===== src/rtl/mem_ctrl_pkg.sv =====
// Shared memory-controller definitions: the DDR4 command encoding used along the
// whole command path (scheduler, command_sender, dimm_addr_assembler).
package mem_ctrl_pkg;

  typedef enum logic [2:0] {
    CMD_READ      = 3'd0,
    CMD_WRITE     = 3'd1,
    CMD_ACTIVATE  = 3'd2,
    CMD_PRECHARGE = 3'd3,
    CMD_NOP       = 3'd7
  } cmd_e;

  function automatic logic is_rw_cmd(input cmd_e cmd);
    return (cmd == CMD_READ) || (cmd == CMD_WRITE);
  endfunction

endpackage


===== src/rtl/bank_row_table.sv =====
// Open-page bookkeeping: one open_valid bit and open_row field per bank,
// updated by ACTIVATE (set) and PRECHARGE (clear), with a single lookup port.
module bank_row_table #(
  parameter int NUM_BANKS = 8,
  parameter int IDX_W     = 3,
  parameter int ROW_BITS  = 8
) (
  input  logic                clk_in,
  input  logic                rst_in,
  input  logic                set_en,
  input  logic                clr_en,
  input  logic [IDX_W-1:0]    upd_idx,
  input  logic [ROW_BITS-1:0] upd_row,
  input  logic [IDX_W-1:0]    look_idx,
  output logic                open_valid,
  output logic [ROW_BITS-1:0] open_row
);

  logic                open_valid_r [NUM_BANKS];
  logic [ROW_BITS-1:0] open_row_r   [NUM_BANKS];

  // Per-bank open-row state; every bank reads as closed after reset.
  always_ff @(posedge clk_in or posedge rst_in) begin
    if (rst_in) begin
      for (int i = 0; i < NUM_BANKS; i++) begin
        open_valid_r[i] <= 1'b0;
        open_row_r[i]   <= {ROW_BITS{1'b0}};
      end
    end else if (set_en) begin
      open_valid_r[upd_idx] <= 1'b1;
      open_row_r[upd_idx]   <= upd_row;
    end else if (clr_en) begin
      open_valid_r[upd_idx] <= 1'b0;
    end
  end

  assign open_valid = open_valid_r[look_idx];
  assign open_row   = open_row_r[look_idx];

endmodule


===== src/rtl/dram_cmd_scheduler.sv =====
// Turns one bank/row/column request at a time into PRECHARGE/ACTIVATE/READ/WRITE
// commands, honouring bank latencies, burst spacing and read-to-write turnaround.
module dram_cmd_scheduler
  import mem_ctrl_pkg::*;
#(
  parameter int BANK_GROUPS        = 4,
  parameter int BANKS_PER_GROUP    = 2,
  parameter int ROW_BITS           = 8,
  parameter int COL_BITS           = 4,
  parameter int ACTIVATION_LATENCY = 8,
  parameter int PRECHARGE_LATENCY  = 5,
  parameter int CAS_LATENCY        = 22,
  parameter int BURST_LEN          = 8
) (
  input  logic                               clk_in,
  input  logic                               rst_in,
  input  logic                               req_valid_in,
  output logic                               req_ready_out,
  input  logic                               req_write_in,
  input  logic [$clog2(BANK_GROUPS)-1:0]     req_bg_in,
  input  logic [$clog2(BANKS_PER_GROUP)-1:0] req_ba_in,
  input  logic [ROW_BITS-1:0]                req_row_in,
  input  logic [COL_BITS-1:0]                req_col_in,
  output logic                               cmd_valid_out,
  output logic [2:0]                         cmd_out,
  output logic [$clog2(BANK_GROUPS)-1:0]     bg_out,
  output logic [$clog2(BANKS_PER_GROUP)-1:0] ba_out,
  output logic [ROW_BITS-1:0]                row_out,
  output logic [COL_BITS-1:0]                col_out,
  output logic                               req_done_out
);

  localparam int BG_W      = $clog2(BANK_GROUPS);
  localparam int BA_W      = $clog2(BANKS_PER_GROUP);
  localparam int NUM_BANKS = BANK_GROUPS * BANKS_PER_GROUP;
  localparam int IDX_W     = $clog2(NUM_BANKS);
  localparam int CNT_W     = $clog2(CAS_LATENCY + BURST_LEN + 1);
  localparam int WAIT_W    = $clog2(ACTIVATION_LATENCY + PRECHARGE_LATENCY + 1);

  // Reload values count down to zero on the first cycle the next command may issue.
  localparam logic [CNT_W-1:0]  BUS_RELOAD = CNT_W'(BURST_LEN - 1);
  localparam logic [CNT_W-1:0]  RTW_RELOAD = CNT_W'(CAS_LATENCY + BURST_LEN - 1);
  localparam logic [WAIT_W-1:0] PRE_WAIT   = WAIT_W'(PRECHARGE_LATENCY - 2);
  localparam logic [WAIT_W-1:0] ACT_WAIT   = WAIT_W'(ACTIVATION_LATENCY - 2);

  typedef enum logic [2:0] {
    ST_IDLE, ST_PRE, ST_WAIT_PRE, ST_ACT, ST_WAIT_ACT, ST_RW
  } state_e;

  function automatic logic [IDX_W-1:0] bank_index(input logic [BG_W-1:0] bg,
                                                  input logic [BA_W-1:0] ba);
    return IDX_W'(bg) * IDX_W'(BANKS_PER_GROUP) + IDX_W'(ba);
  endfunction

  state_e              state_r, state_nxt_s;
  logic [WAIT_W-1:0]   wait_r, wait_nxt_s;
  logic [CNT_W-1:0]    bus_cnt_r, bus_nxt_s;
  logic [CNT_W-1:0]    rtw_cnt_r, rtw_nxt_s;
  logic                lat_write_r, lat_write_nxt_s;
  logic [BG_W-1:0]     lat_bg_r, lat_bg_nxt_s;
  logic [BA_W-1:0]     lat_ba_r, lat_ba_nxt_s;
  logic [ROW_BITS-1:0] lat_row_r, lat_row_nxt_s;
  logic [COL_BITS-1:0] lat_col_r, lat_col_nxt_s;
  logic                ready_r, ready_nxt_s;
  logic                cmd_valid_r, cmd_valid_nxt_s;
  cmd_e                cmd_r, cmd_nxt_s;
  logic [BG_W-1:0]     bg_r, bg_nxt_s;
  logic [BA_W-1:0]     ba_r, ba_nxt_s;
  logic [ROW_BITS-1:0] row_r, row_nxt_s;
  logic [COL_BITS-1:0] col_r, col_nxt_s;
  logic                done_r, done_nxt_s;
  logic                open_valid_s;
  logic [ROW_BITS-1:0] open_row_s;

  bank_row_table #(
    .NUM_BANKS (NUM_BANKS),
    .IDX_W     (IDX_W),
    .ROW_BITS  (ROW_BITS)
  ) u_bank_row_table (
    .clk_in     (clk_in),
    .rst_in     (rst_in),
    .set_en     (cmd_valid_r && (cmd_r == CMD_ACTIVATE)),
    .clr_en     (cmd_valid_r && (cmd_r == CMD_PRECHARGE)),
    .upd_idx    (bank_index(lat_bg_r, lat_ba_r)),
    .upd_row    (lat_row_r),
    .look_idx   (bank_index(req_bg_in, req_ba_in)),
    .open_valid (open_valid_s),
    .open_row   (open_row_s)
  );

  // Next state, free-running timers and the command to present next cycle.
  always_comb begin
    state_nxt_s     = state_r;
    wait_nxt_s      = wait_r;
    lat_write_nxt_s = lat_write_r;
    lat_bg_nxt_s    = lat_bg_r;
    lat_ba_nxt_s    = lat_ba_r;
    lat_row_nxt_s   = lat_row_r;
    lat_col_nxt_s   = lat_col_r;

    if (cmd_valid_r && is_rw_cmd(cmd_r)) begin
      bus_nxt_s = BUS_RELOAD;
    end else if (bus_cnt_r != {CNT_W{1'b0}}) begin
      bus_nxt_s = bus_cnt_r - CNT_W'(1);
    end else begin
      bus_nxt_s = {CNT_W{1'b0}};
    end

    if (cmd_valid_r && (cmd_r == CMD_READ)) begin
      rtw_nxt_s = RTW_RELOAD;
    end else if (rtw_cnt_r != {CNT_W{1'b0}}) begin
      rtw_nxt_s = rtw_cnt_r - CNT_W'(1);
    end else begin
      rtw_nxt_s = {CNT_W{1'b0}};
    end

    case (state_r)
      ST_IDLE: begin
        if (req_valid_in && ready_r) begin
          lat_write_nxt_s = req_write_in;
          lat_bg_nxt_s    = req_bg_in;
          lat_ba_nxt_s    = req_ba_in;
          lat_row_nxt_s   = req_row_in;
          lat_col_nxt_s   = req_col_in;
          if (open_valid_s && (open_row_s == req_row_in)) begin
            state_nxt_s = ST_RW;
          end else if (open_valid_s) begin
            state_nxt_s = ST_PRE;
          end else begin
            state_nxt_s = ST_ACT;
          end
        end else begin
          state_nxt_s = ST_IDLE;
        end
      end
      ST_PRE: begin
        state_nxt_s = ST_WAIT_PRE;
        wait_nxt_s  = PRE_WAIT;
      end
      ST_WAIT_PRE: begin
        if (wait_r == {WAIT_W{1'b0}}) begin
          state_nxt_s = ST_ACT;
        end else begin
          wait_nxt_s = wait_r - WAIT_W'(1);
        end
      end
      ST_ACT: begin
        state_nxt_s = ST_WAIT_ACT;
        wait_nxt_s  = ACT_WAIT;
      end
      ST_WAIT_ACT: begin
        if (wait_r == {WAIT_W{1'b0}}) begin
          state_nxt_s = ST_RW;
        end else begin
          wait_nxt_s = wait_r - WAIT_W'(1);
        end
      end
      ST_RW: begin
        if (cmd_valid_r) begin
          state_nxt_s = ST_IDLE;
        end else begin
          state_nxt_s = ST_RW;
        end
      end
      default: state_nxt_s = ST_IDLE;
    endcase

    ready_nxt_s     = (state_nxt_s == ST_IDLE);
    cmd_valid_nxt_s = 1'b0;
    cmd_nxt_s       = CMD_NOP;
    done_nxt_s      = 1'b0;
    case (state_nxt_s)
      ST_PRE: begin
        cmd_valid_nxt_s = 1'b1;
        cmd_nxt_s       = CMD_PRECHARGE;
      end
      ST_ACT: begin
        cmd_valid_nxt_s = 1'b1;
        cmd_nxt_s       = CMD_ACTIVATE;
      end
      ST_RW: begin
        // READ ignores the turnaround timer; WRITE waits for both.
        if ((bus_nxt_s == {CNT_W{1'b0}}) &&
            (!lat_write_nxt_s || (rtw_nxt_s == {CNT_W{1'b0}}))) begin
          cmd_valid_nxt_s = 1'b1;
          cmd_nxt_s       = lat_write_nxt_s ? CMD_WRITE : CMD_READ;
          done_nxt_s      = 1'b1;
        end else begin
          cmd_valid_nxt_s = 1'b0;
        end
      end
      default: cmd_valid_nxt_s = 1'b0;
    endcase

    if (cmd_valid_nxt_s) begin
      bg_nxt_s  = lat_bg_nxt_s;
      ba_nxt_s  = lat_ba_nxt_s;
      row_nxt_s = lat_row_nxt_s;
      col_nxt_s = lat_col_nxt_s;
    end else begin
      bg_nxt_s  = {BG_W{1'b0}};
      ba_nxt_s  = {BA_W{1'b0}};
      row_nxt_s = {ROW_BITS{1'b0}};
      col_nxt_s = {COL_BITS{1'b0}};
    end
  end

  // FSM state, timers, latched request and registered command outputs.
  always_ff @(posedge clk_in or posedge rst_in) begin
    if (rst_in) begin
      state_r     <= ST_IDLE;
      wait_r      <= {WAIT_W{1'b0}};
      bus_cnt_r   <= {CNT_W{1'b0}};
      rtw_cnt_r   <= {CNT_W{1'b0}};
      lat_write_r <= 1'b0;
      lat_bg_r    <= {BG_W{1'b0}};
      lat_ba_r    <= {BA_W{1'b0}};
      lat_row_r   <= {ROW_BITS{1'b0}};
      lat_col_r   <= {COL_BITS{1'b0}};
      ready_r     <= 1'b0;
      cmd_valid_r <= 1'b0;
      cmd_r       <= CMD_NOP;
      bg_r        <= {BG_W{1'b0}};
      ba_r        <= {BA_W{1'b0}};
      row_r       <= {ROW_BITS{1'b0}};
      col_r       <= {COL_BITS{1'b0}};
      done_r      <= 1'b0;
    end else begin
      state_r     <= state_nxt_s;
      wait_r      <= wait_nxt_s;
      bus_cnt_r   <= bus_nxt_s;
      rtw_cnt_r   <= rtw_nxt_s;
      lat_write_r <= lat_write_nxt_s;
      lat_bg_r    <= lat_bg_nxt_s;
      lat_ba_r    <= lat_ba_nxt_s;
      lat_row_r   <= lat_row_nxt_s;
      lat_col_r   <= lat_col_nxt_s;
      ready_r     <= ready_nxt_s;
      cmd_valid_r <= cmd_valid_nxt_s;
      cmd_r       <= cmd_nxt_s;
      bg_r        <= bg_nxt_s;
      ba_r        <= ba_nxt_s;
      row_r       <= row_nxt_s;
      col_r       <= col_nxt_s;
      done_r      <= done_nxt_s;
    end
  end

  assign req_ready_out = ready_r;
  assign cmd_valid_out = cmd_valid_r;
  assign cmd_out       = cmd_r;
  assign bg_out        = bg_r;
  assign ba_out        = ba_r;
  assign row_out       = row_r;
  assign col_out       = col_r;
  assign req_done_out  = done_r;

endmodule


===== config.mk =====
export PLATFORM = sky130hd
export DESIGN_NAME = dram_cmd_scheduler
export DESIGN_NICKNAME = d
export VERILOG_FILES = /design/src/rtl/mem_ctrl_pkg.sv /design/src/rtl/bank_row_table.sv /design/src/rtl/dram_cmd_scheduler.sv
export SDC_FILE = /design/constraint.sdc
export NUM_CORES = 1
export LEC_CHECK = 0
export BUFFER_PORTS_ARGS = -buffer_cell sky130_fd_sc_hd__buf_2
export CAP_MARGIN = 20
export CORE_MARGIN = 2
export CORE_UTILIZATION = 63
export CTS_BUF_LIST = sky130_fd_sc_hd__clkbuf_8
export CTS_CLUSTER_SIZE = 24
export DETAILED_ROUTE_END_ITERATION = 10
export PLACE_DENSITY = 0.83
export RECOVER_POWER = 100
export SYNTH_ARGS = -nofsm -noshare
export SYNTH_HDL_FRONTEND = slang
export SYNTH_SLANG_ARGS = --single-unit

===== constraint.sdc =====
create_clock -name clk_in -period 5.5 [get_ports clk_in]
set_input_delay 1.1 -clock clk_in [delete_from_list [all_inputs] [get_ports clk_in]]
set_output_delay 1.1 -clock clk_in [all_outputs]
set_load 0.03 [all_outputs]

* After elaboration in Yosys (flattened, before gate mapping)
Index checks and enable logic that the tools add are counted.
W data, S select, Z words.
** Operators by class
- Add/subtract/negate cells :: 5
- $lt $le $gt $ge :: 3
- Equality and inequality tests :: 13
- Multiplexer cells :: 46
- Bitwise gates (word level) :: 5
- Reductions and logical operators :: 24
** Operators with widths (number)
- $bwmux W64 :: 1
- $mux W8 :: 8
- $bmux W8 S3 :: 1
- $demux W8 S3 :: 1
- $mux W5 :: 4
- $mux W3 :: 6
- $pmux W3 S6 :: 1
- $mux W4 :: 4
- $eq A3 B2 Y1 const B :: 5
- $pmux W4 S3 :: 1
- $mux W1 :: 11
- $logic_not A5 Y1 :: 2
- $reduce_bool A5 Y1 :: 2
- $sub A5 B1 Y5 const B :: 2
- $eq A3 B1 Y1 const B :: 3
- $eq A3 B3 Y1 const B :: 3
- $logic_not A3 Y1 :: 3
- $pmux W3 S3 :: 1
- $and A8 B8 Y8 :: 1
- $eq A8 B8 Y1 :: 1
- $ge A4 B4 Y1 const B :: 2
- $logic_and A1 B1 Y1 :: 8
- $mux W2 :: 4
- $not A3 Y4 :: 2
- 16 further kinds :: 19
** Storage, ports and cells
- Register bits :: 126
- Input port bits :: 19
- Output and inout port bits :: 21
- Logic and storage cells :: 129

* Longest topological paths before layout
Gate-level depths: netlist of run 1.
- Word-level depth :: 14
- Depth in mapped cells :: 9
- Gate-level depth less buffers :: 8

* Hierarchy
Synthesis of run 1 repeated with hierarchy kept, for this count alone.
** Unflattened totals
- Cells, all modules :: 430
- Area, all modules :: 5984.5 um^2
** By module, submodules not included
- bank_row_table :: instances 1, cells each 203, area an instance 3437.0 um^2, seq. area each 1801.7 um^2
- dram_cmd_scheduler :: instances 1, cells each 227, area an instance 2547.4 um^2, seq. area each 1355.0 um^2

* Worst setup path before layout of run 1
Ideal clock, no wire load.
- Path kind :: input-to-reg
- Start point :: in req_ba_in
- End point :: reg bg_r[0] (netlist: bg_out[0])
- Arrival :: 3106 ps
- Required time :: 5378 ps
- Path slack :: 2272 ps
- Stages on the path :: 9
- Path buffers :: 3
- Path through :: buf_6 buf_12 mux2i_1 mux4_2 xnor2_1 or4_4 o21ai_2 buf_6 a21boi_2
** Between the ends
- Word-level cells in the longest chain between the ends :: 14
** Ends and longest elaborated chain
- start: declaration :: RTL line dram_cmd_scheduler.sv:21 : input logic [$clog2(BANKS_PER_GROUP)-1:0] req_ba_in,
- $add A3 B1 Y3 (*) :: RTL line dram_cmd_scheduler.sv:52 : return IDX_W'(bg) * IDX_W'(BANKS_PER_GROUP) + IDX_W'(ba);
- $not A3 Y4 (implied by the code) (*) :: RTL line bank_row_table.sv:37, bank_row_table.sv:38
- $bmux W8 S3 :: RTL line bank_row_table.sv:38 : assign open_row = open_row_r[look_idx];
- $mux W8 (implied by the code) (2 in series) :: RTL line bank_row_table.sv:38
- $eq A8 B8 Y1 :: RTL line dram_cmd_scheduler.sv:125 : if (open_valid_s && (open_row_s == req_row_in)) begin
- $logic_and A1 B1 Y1 :: RTL line dram_cmd_scheduler.sv:125
- $mux W3 (*) :: RTL line dram_cmd_scheduler.sv:125
- $mux W3 (*) :: RTL line dram_cmd_scheduler.sv:119 : if (req_valid_in && ready_r) begin
- $pmux W3 S6 (*) :: RTL line dram_cmd_scheduler.sv:117 : case (state_r)
- $eq A3 B2 Y1 or $eq A3 B1 Y1 (tied branches) :: RTL line dram_cmd_scheduler.sv:172 : case (state_nxt_s)
- $reduce_or A2 Y1 (no source line)
- $pmux W1 S2 (*) :: RTL line dram_cmd_scheduler.sv:172
- $mux W2 (*) :: RTL line dram_cmd_scheduler.sv:195 : if (cmd_valid_nxt_s) begin
- via bg_nxt_s[0] :: RTL line dram_cmd_scheduler.sv:67 : logic [BG_W-1:0] bg_r, bg_nxt_s;
- end signal: assignment :: RTL line dram_cmd_scheduler.sv:223 : bg_r <= {BG_W{1'b0}};
- end signal: assignment :: RTL line dram_cmd_scheduler.sv:241 : bg_r <= bg_nxt_s;
- end: declaration :: RTL line dram_cmd_scheduler.sv:67
The timed path passes the listed nets; every way through them passes the cells marked *. The select of a mux whose other input is x is not followed.
A chain may end at the register's enable or synchronous reset.

* Worst setup path after layout of run 1
- Start point :: in req_ba_in
- End point :: reg ba_r (netlist: ba_out)
** Between the ends
- Word-level cells in the longest chain between the ends :: 14
** Ends and longest elaborated chain
- $add A3 B1 Y3 :: RTL line dram_cmd_scheduler.sv:52
- $not A3 Y4 (implied by the code) :: RTL line bank_row_table.sv:37, bank_row_table.sv:38
- $bmux W8 S3 :: RTL line bank_row_table.sv:38
- $mux W8 (implied by the code) (2 in series) :: RTL line bank_row_table.sv:38
- $eq A8 B8 Y1 :: RTL line dram_cmd_scheduler.sv:125
- $logic_and A1 B1 Y1 :: RTL line dram_cmd_scheduler.sv:125
- $mux W3 :: RTL line dram_cmd_scheduler.sv:125
- $mux W3 :: RTL line dram_cmd_scheduler.sv:119
- $pmux W3 S6 :: RTL line dram_cmd_scheduler.sv:117
- $eq A3 B2 Y1 or $eq A3 B1 Y1 (tied branches) :: RTL line dram_cmd_scheduler.sv:172
- $reduce_or A2 Y1 (no source line)
- $pmux W1 S2 :: RTL line dram_cmd_scheduler.sv:172
- $mux W1 (*) :: RTL line dram_cmd_scheduler.sv:195
- via ba_nxt_s :: RTL line dram_cmd_scheduler.sv:68 : logic [BA_W-1:0] ba_r, ba_nxt_s;
- end signal: assignment :: RTL line dram_cmd_scheduler.sv:224 : ba_r <= {BA_W{1'b0}};
- end signal: assignment :: RTL line dram_cmd_scheduler.sv:242 : ba_r <= ba_nxt_s;
- end: declaration :: RTL line dram_cmd_scheduler.sv:68
Marks and branches as above.

==> impl_results.md, run 1 <==
* Headroom to the max-slew limit at -31.87%
* Max capacitance violation total at 3
* Wirelength per Cell at ~21 microns
* Storage cell area at 3157 sq um
* Data arrival time at the worst-slack endpoint at about 4.6 ns
* Post-DRT Antenna Nets at 0
* Total number of placement rows at 35
* Post-Place Cell Area at 6075 sq um
* Class of the most critical hold timing path: reg2reg
* Antenna violations before repair at 0
* # clock sinks at 126
* Number of design-rule violations left by the first detailed-router iteration at 204
* Largest net degree at the start of global routing at 89
* Count of vias placed by the detailed router at 3,702
* Launching element type of the critical path: input pin
* Buffer count from post-CTS setup fixing at 0
* CP endpoint kind: register
* Avg Inst Size Synth at 13.51 sq um
* Count of boundary I/O pins at 40
* CTS hold repair buffers at 0
* Slowest-stage cell, CP: sky130_fd_sc_hd__clkbuf_1
* Congestion Overflow GR at 0
* Setup Skew at 0.009438 ns
* Signed area change from the synthesized netlist to the final layout at 10.78%
* Static Leakage at 3.085 nW
* Filler instances at 627
* Via density per instance at 6.191
* Worst hold slack at 0.4762 ns
* Library cells used by synthesis at 62
* RePlAce Congestion at 0.8387
* Violated checks: capacitance limit, slew limit
* Crit-path cells: clkbuf_1, mux2i_1, mux4_2, xnor2_1, or4_1, o21ai_2, a21boi_0
* Status: complete, but fails checks
* Vias in the first global route at around 3.9k
* Final antenna diode count at 0
* Peak supply drop at 0.0002837 V
* DIE WIDTH at 100.3 microns
* Crit path required time at 5.77 ns
* Die area at 10,070 sq um
* Post-Layout Cell Count at between 500 and 600
* Area of combinational cells with multiple inputs at about 2500 sq um
* Ys Warns at 0
* Ys async rst share at 100.0%
* Core region area at 9109 sq um
* Wire length of the first global-routing pass at 20,170 microns
* Clock input transition at the sequential cells of the worst setup and hold paths at ~0.07 ns
* Number of register bits inferred by synthesis at 126
* Post-synth top flop: sky130_fd_sc_hd__dfrtp_1
* Post-Synthesis Net Count at 456
* PortBufs at 39
* Total power per unit cell area at 491.5 nW/um^2
* Synth Instances at 433
* Pre-Repair DR Iteration Count at 4
* Clock tree from TritonCTS: yes
* Number of nets in the finished design at a little under 500
* Final setup TNS at 0 ns
* Initial core utilization at 64.20%
* Post-route DRC violation count at 0
* Number of buffers inserted during clock tree synthesis at 17
* Slew Viols, Final at 75
* Achievable frequency at 0.2296 GHz
* Buffer type at the clock tree root: sky130_fd_sc_hd__clkbuf_8
* Post-cts repair resize count at 0
* Number of enable-type register cells in the synthesized netlist at 0
* Clock insertion delay at the later pin of the skew report at around 0.44 ns
* Aggregate global-route resource usage at 27.27%
* Cell Area, Synth at 5848 sq um
* Final Critical Period at 4.356 ns
* Total Wirelength at ~12,000 microns
* Die outline height at 100.3 microns
* RSZ-0062 raised after global routing: no
* Number of buffers on the longest clock path at 2
* Tightest Pin Transition at just under 2 ns
* Number of levels the H-tree was split into at 4
* Placed insts at 565
* Sequential-to-total area share from yosys stat at a little over half
* Final hold vios at 0
* Share of cells above drive strength 1 at 27.72%
* Max stage delay on crit path at ~1.3 ns
* Final setup violation count at 0
* Final non-filler cell area at roughly 6500 sq um
* Worst setup path class: in2reg
* Total half-perimeter wirelength after legalization and detailed placement at 7784 microns
* Final critical-path share of the clock period at 79.20%
* Final core utilization at 71.13%
* CP Max Fanout at 24
metrics by stage:
step,worst slack (ns),total power [mW]
after floorplan,1.049,2.078
after global placement,1.411,2.246
after detailed placement,1.349,2.305
after CTS,1.770,3.259
after global routing,1.045,3.369
final,1.144,3.184
registers in the layout (all words and copies together), names as in the netlist, named ones only:
signal	count
wait_r	4
row_out	8
lat_ba_r	1
cmd_valid_out	1
lat_col_r	4
req_done_out	1
bus_cnt_r	5
state_r	3
cmd_out	3
bg_out	2
ba_out	1
req_ready_out	1
lat_row_r	8
rtw_cnt_r	5
u_bank_row_table.open_row_r	64
col_out	4
lat_write_r	1
lat_bg_r	2
per-layer routing:
metal  share of wire (%)  track usage (%)
met5                   0                0
met4                 2.8            12.54
met3                 4.7            6.546
met2                  49            42.49
met1                  44            36.76
cell families (layout without fill, tap and decap cells):
family	count (synthesis)	after routing	synth area share (%)
xor+xnor	14	14	2.097
compound gates	56	56	7.638
simple gates	88	88	8.280
buf+inv	31	85	2.931
mux	114	114	24.22
fa+ha+maj	4	4	0.8558
flops	126	126	53.98
placed cells by master (no fill, tap or decap), types with 6 or more instances in the layout:
cell type | Yosys | routed
sky130_fd_sc_hd__mux2_2 | 80 | 66
sky130_fd_sc_hd__dfrtp_1 | 123 | 123
sky130_fd_sc_hd__inv_1 | 11 | 10
sky130_fd_sc_hd__o21ai_0 | 12 | 12
sky130_fd_sc_hd__buf_2 | 4 | 18
sky130_fd_sc_hd__xnor2_1 | 9 | 9
sky130_fd_sc_hd__clkbuf_1 | 8 | 23
sky130_fd_sc_hd__mux2i_1 | 20 | 20
sky130_fd_sc_hd__clkbuf_8 | 0 | 19
sky130_fd_sc_hd__mux2_1 | 1 | 15
sky130_fd_sc_hd__nand3b_1 | 6 | 6
sky130_fd_sc_hd__nor2_1 | 18 | 19
sky130_fd_sc_hd__a21boi_0 | 6 | 14
sky130_fd_sc_hd__nor2b_1 | 7 | 7
sky130_fd_sc_hd__mux4_2 | 10 | 10
sky130_fd_sc_hd__nand2_1 | 21 | 21
layout make-up:
cell class / instances / share of cell area, %
Sequential cell: 126 / 48.73
Clock buffer: 19 / 4.036
Tap cell: 111 / 2.144
Clock inverter: 13 / 3.264
Multi-Input combinational cell: 276 / 38.03
Timing Repair Buffer: 42 / 3.148
Inverter: 11 / 0.6566
worst max-delay path, delay by kind of cell:
family          cells  cell delay [ns]
buf+inv             1             1.25
compound gates      2             0.83
mux                 2             0.77
simple gates        1             0.52
xor+xnor            1             0.15
final timing paths:
| path | startpoint | endpoint | slack, ns | cells after the start |
|---|---|---|---|---|
| max in group asynchronous | rst_in | asynchronous set/reset pin | 2.59 | 3 |
| max | req_ba_in | ba_out | 1.14 | 7 |
| min in group asynchronous | rst_in | bus_cnt_r[1] | 0.69 | 2 |
| min | register | register | 0.48 | 2 |
| max reg2reg | state_r[0] | row_out[5] | 1.84 | 7 |
| min reg2reg | register | register | 0.48 | 2 |
synth_stat cells, drive strengths merged, types with 2 or more instances:
| cell type | instances | share of area [%] |
|---|---|---|
| a21boi | 15 | 2.5 |
| a21o | 5 | 0.64 |
| a21oi | 4 | 0.34 |
| a22oi | 3 | 0.39 |
| and3 | 3 | 0.32 |
| buf | 12 | 1.7 |
| clkbuf | 8 | 0.51 |
| dfrtp | 123 | 53 |
| dfstp | 3 | 1.3 |
| ha | 4 | 0.86 |
| inv | 11 | 0.71 |
| mux2 | 81 | 16 |
| mux2i | 20 | 3.4 |
| mux4 | 13 | 5.2 |
| nand2 | 22 | 1.5 |
| nand2b | 3 | 0.32 |
| nand3 | 5 | 0.43 |
| nand3b | 6 | 0.77 |
| nor2 | 19 | 1.3 |
| nor2b | 7 | 0.75 |
| nor3 | 5 | 0.51 |
| nor4 | 2 | 0.32 |
| nor4b | 2 | 0.30 |
| o21ai | 13 | 1.2 |
| o22ai | 2 | 0.21 |
| o31ai | 2 | 0.49 |
| or2 | 3 | 0.32 |
| or3 | 4 | 0.43 |
| xnor2 | 9 | 1.3 |
| xor2 | 5 | 0.75 |
where the power goes:
part	internal, mW	leakage, nW	total (mW)	switching, mW
Combinational	0.373	1.19	0.851	0.478
Sequential	1.15	1.67	1.39	0.242
Clock	0.565	0.225	0.942	0.376
(Power assumes the default switching activity.)
==> inputs of run 2 (changes only) <==
Clock period 5.5 ns to 4.1 ns, I/O delays scaled along.
==> run 2 against run 1 <==
Against the previous run: the run still ends with capacitance limit, slew limit left; largest cell class unchanged; die area unchanged; worst hold slack got worse by 0.14 ns; combinational power grew 34%.
==> impl_results.md, run 2 (same netlist as run 1, synthesis figures left out) <==
* Max stage delay on crit path at 0.63 ns (-0.62 ns)
* Number of nets in the finished design at 500 (+0.60%)
* Total Wirelength at 11,950 microns (-3.8%)
* Count of boundary I/O pins at 40 (unchanged)
* Post-Place Cell Area at 6111 sq um (+0.60%)
* Cell class contributing the biggest share of worst-path delay: buffers and inverters
* Initial core utilization at 64.20% (unchanged)
* Headroom to the max-slew limit at -37.49% (-5.6 points)
* Slew Viols, Final at 131 (+75%)
* Static Leakage at 3.034 nW (-1.6%)
* Launching element type of the critical path: input pin
* Design Power at 3.956 mW (+24%)
* Buffer type at the clock tree root: sky130_fd_sc_hd__clkbuf_8
* Core region area at 9109 sq um (unchanged)
* Worst hold slack at 0.3347 ns (-0.1416 ns)
* Post-DRT Antenna Nets at 0 (unchanged)
* Clock insertion delay at the later pin of the skew report at 0.43 ns (about the same)
* Number of buffers inserted during clock tree synthesis at 17 (unchanged)
* Via density per instance at 6.079 (-1.8%)
* End of the worst register-to-register path: row_out[4]
* Number of design-rule violations left by the first detailed-router iteration at 170 (-17%)
* Number of cells on the worst reg-to-reg path at 7 (unchanged)
* Data arrival time at the worst-slack endpoint at 3.72 ns (-0.91 ns)
* Clock input transition at the sequential cells of the worst setup and hold paths at 0.07 ns (about the same)
* Buffer count from post-CTS setup fixing at 0 (unchanged)
* Number of buffers on the longest clock path at 2 (unchanged)
* Congestion Overflow GR at 0 (unchanged)
* Wirelength per Cell at 20.01 microns (-3.6%)
* Worst setup path class: in2reg
* Setup Skew at 0.01168 ns (+0.002243 ns)
* Largest net degree at the start of global routing at 81 (-9.0%)
* Signed area change from the synthesized netlist to the final layout at 8.537%
* Final core utilization at 69.68% (-1.4 points)
* Aggregate global-route resource usage at 25.54% (-1.7 points)
* # clock sinks at 126 (unchanged)
* Final hold vios at 0 (unchanged)
* Tightest Pin Transition at 2.062 ns (+0.08439 ns)
* Crit path required time at 4.39 ns (-1.38 ns)
* Wire length of the first global-routing pass at 19,080 microns (-5.4%)
* Achievable frequency at 0.2917 GHz
* DIE WIDTH at 100.3 microns (unchanged)
* Vias in the first global route at 3,643 (-7.6%)
* Clock tree from TritonCTS: yes
* Leading cell type in the layout, fill and taps excluded: sky130_fd_sc_hd__dfrtp_1
* Final critical-path share of the clock period at 83.60%
* Most frequent cells in the layout: sky130_fd_sc_hd__dfrtp_1 (123), sky130_fd_sc_hd__mux2_2 (68), sky130_fd_sc_hd__clkbuf_1 (23)
* Die area at 10,070 sq um (unchanged)
* RePlAce Congestion at 0.8574 (+2.2%)
* CP Max Fanout at 15 (-38%)
* Critical path buffer and inverter count at 3 (+2)
* Slowest-stage cell, CP: sky130_fd_sc_hd__mux4_1
* Worst setup path startpoint: req_ba_in
* RR Startpoint: state_r[0]
* Final setup violation count at 0 (unchanged)
* Post-cts repair resize count at 0 (unchanged)
* Total half-perimeter wirelength after legalization and detailed placement at 7892 microns (+1.4%)
* Final setup TNS at 0 ns (unchanged)
* Class of the most critical hold timing path: in2async
* Peak supply drop at 0.0003073 V (+8.3%)
* Count of vias placed by the detailed router at 3,629 (-2.0%)
* Total number of placement rows at 35 (unchanged)
* Die outline height at 100.3 microns (unchanged)
* Max capacitance violation total at 3 (unchanged)
* Number of levels the H-tree was split into at 4 (unchanged)
* Crit. path cell count at 9 (+2)
* Status: complete, but fails checks
* CTS hold repair buffers at 0 (unchanged)
* Share of cells above drive strength 1 at 28.19% (+0.47 points)
* Post-route DRC violation count at 0 (unchanged)
* Flop2flop setup slack at 0.82 ns (-1.02 ns)
* Final Critical Period at 3.428 ns
* Pre-Repair DR Iteration Count at 5 (+1)
* CP endpoint kind: register
* RSZ-0062 raised after global routing: no
* Antenna violations before repair at 0 (unchanged)
* PortBufs at 39 (unchanged)
* Final antenna diode count at 0 (unchanged)
* Total power per unit cell area at 623.2 nW/um^2 (+27%)
* Flip-flop count of the largest register, all copies and words added at 64 (unchanged)
* Crit-path cells: buf_2, clkbuf_1, mux4_1, mux2i_1, xor2_1, nand3_1, a22oi_2, buf_4, a21boi_0
* Final non-filler cell area at 6347 sq um (-2.0%)
* Violated checks: capacitance limit, slew limit
* Reg with most FFs: u_bank_row_table.open_row_r
run 2: cell types whose count changed in the layout (fill, tap and decap cells not counted), moves of 2 or more:
cell                        before  now
sky130_fd_sc_hd__bufinv_16       5    0
sky130_fd_sc_hd__clkbuf_8       19   22
sky130_fd_sc_hd__buf_4           0    2
sky130_fd_sc_hd__clkinv_2        1    3
sky130_fd_sc_hd__clkinv_4        2    0
sky130_fd_sc_hd__mux2_1         15   13
sky130_fd_sc_hd__mux2_2         66   68
run 2: power by group:
group | leakage [nW] | total, mW | switching [mW] | internal [mW]
Clock | 0.170 | 0.941 | 0.459 | 0.482
Combinational | 1.19 | 1.14 | 0.633 | 0.510
Sequential | 1.67 | 1.87 | 0.328 | 1.54
run 2: worst max path at each step:
stage            endpoint  slack [ns]
6_report       row_out[4]        0.67
5_1_grt        row_out[0]        0.56
4_1_cts        row_out[4]        0.97
3_5_place_dp   row_out[1]        0.54
3_3_place_gp   row_out[6]        0.73
2_1_floorplan   bg_out[0]        1.15
run 2: cell type report:
class,count,area (sq um)
well taps,111,138.9
fillers,645,2761
inverters,11,42.54
clock buffers,22,302.8
clock inverters,6,37.54
multi-input cells,276,2467
repair buffers,45,201.4
flip-flops and latches,126,3157
run 2: metal layers:
layer | vias up | share of wire [%] | GRT usage, %
met5 | - | 0 | 0
met4 | 0 | 0.85 | 7.482
met3 | 13 | 5.4 | 6.128
met2 | 91 | 49 | 40.37
met1 | 1875 | 45 | 35.71
li1 | 1650 | - | -
run 2: worst reg2reg max path: cells and delay by family, from the launching register on:
| kind | cells | cell delay [ns] |
|---|---|---|
| DFF | 1 | 0.53 |
| AOI/OAI and AO/OA | 3 | 0.79 |
| buffers and inverters | 2 | 1.05 |
| and+or+nand+nor | 2 | 0.78 |
run 2: through the flow:
stage | setup slack, ns | cells
after floorplan | 1.152 | 433
after global placement | 0.7251 | 568
after detailed placement | 0.5358 | 568
after CTS | 0.9708 | 596
after global routing | 0.5569 | 597
final | 0.6723 | 597
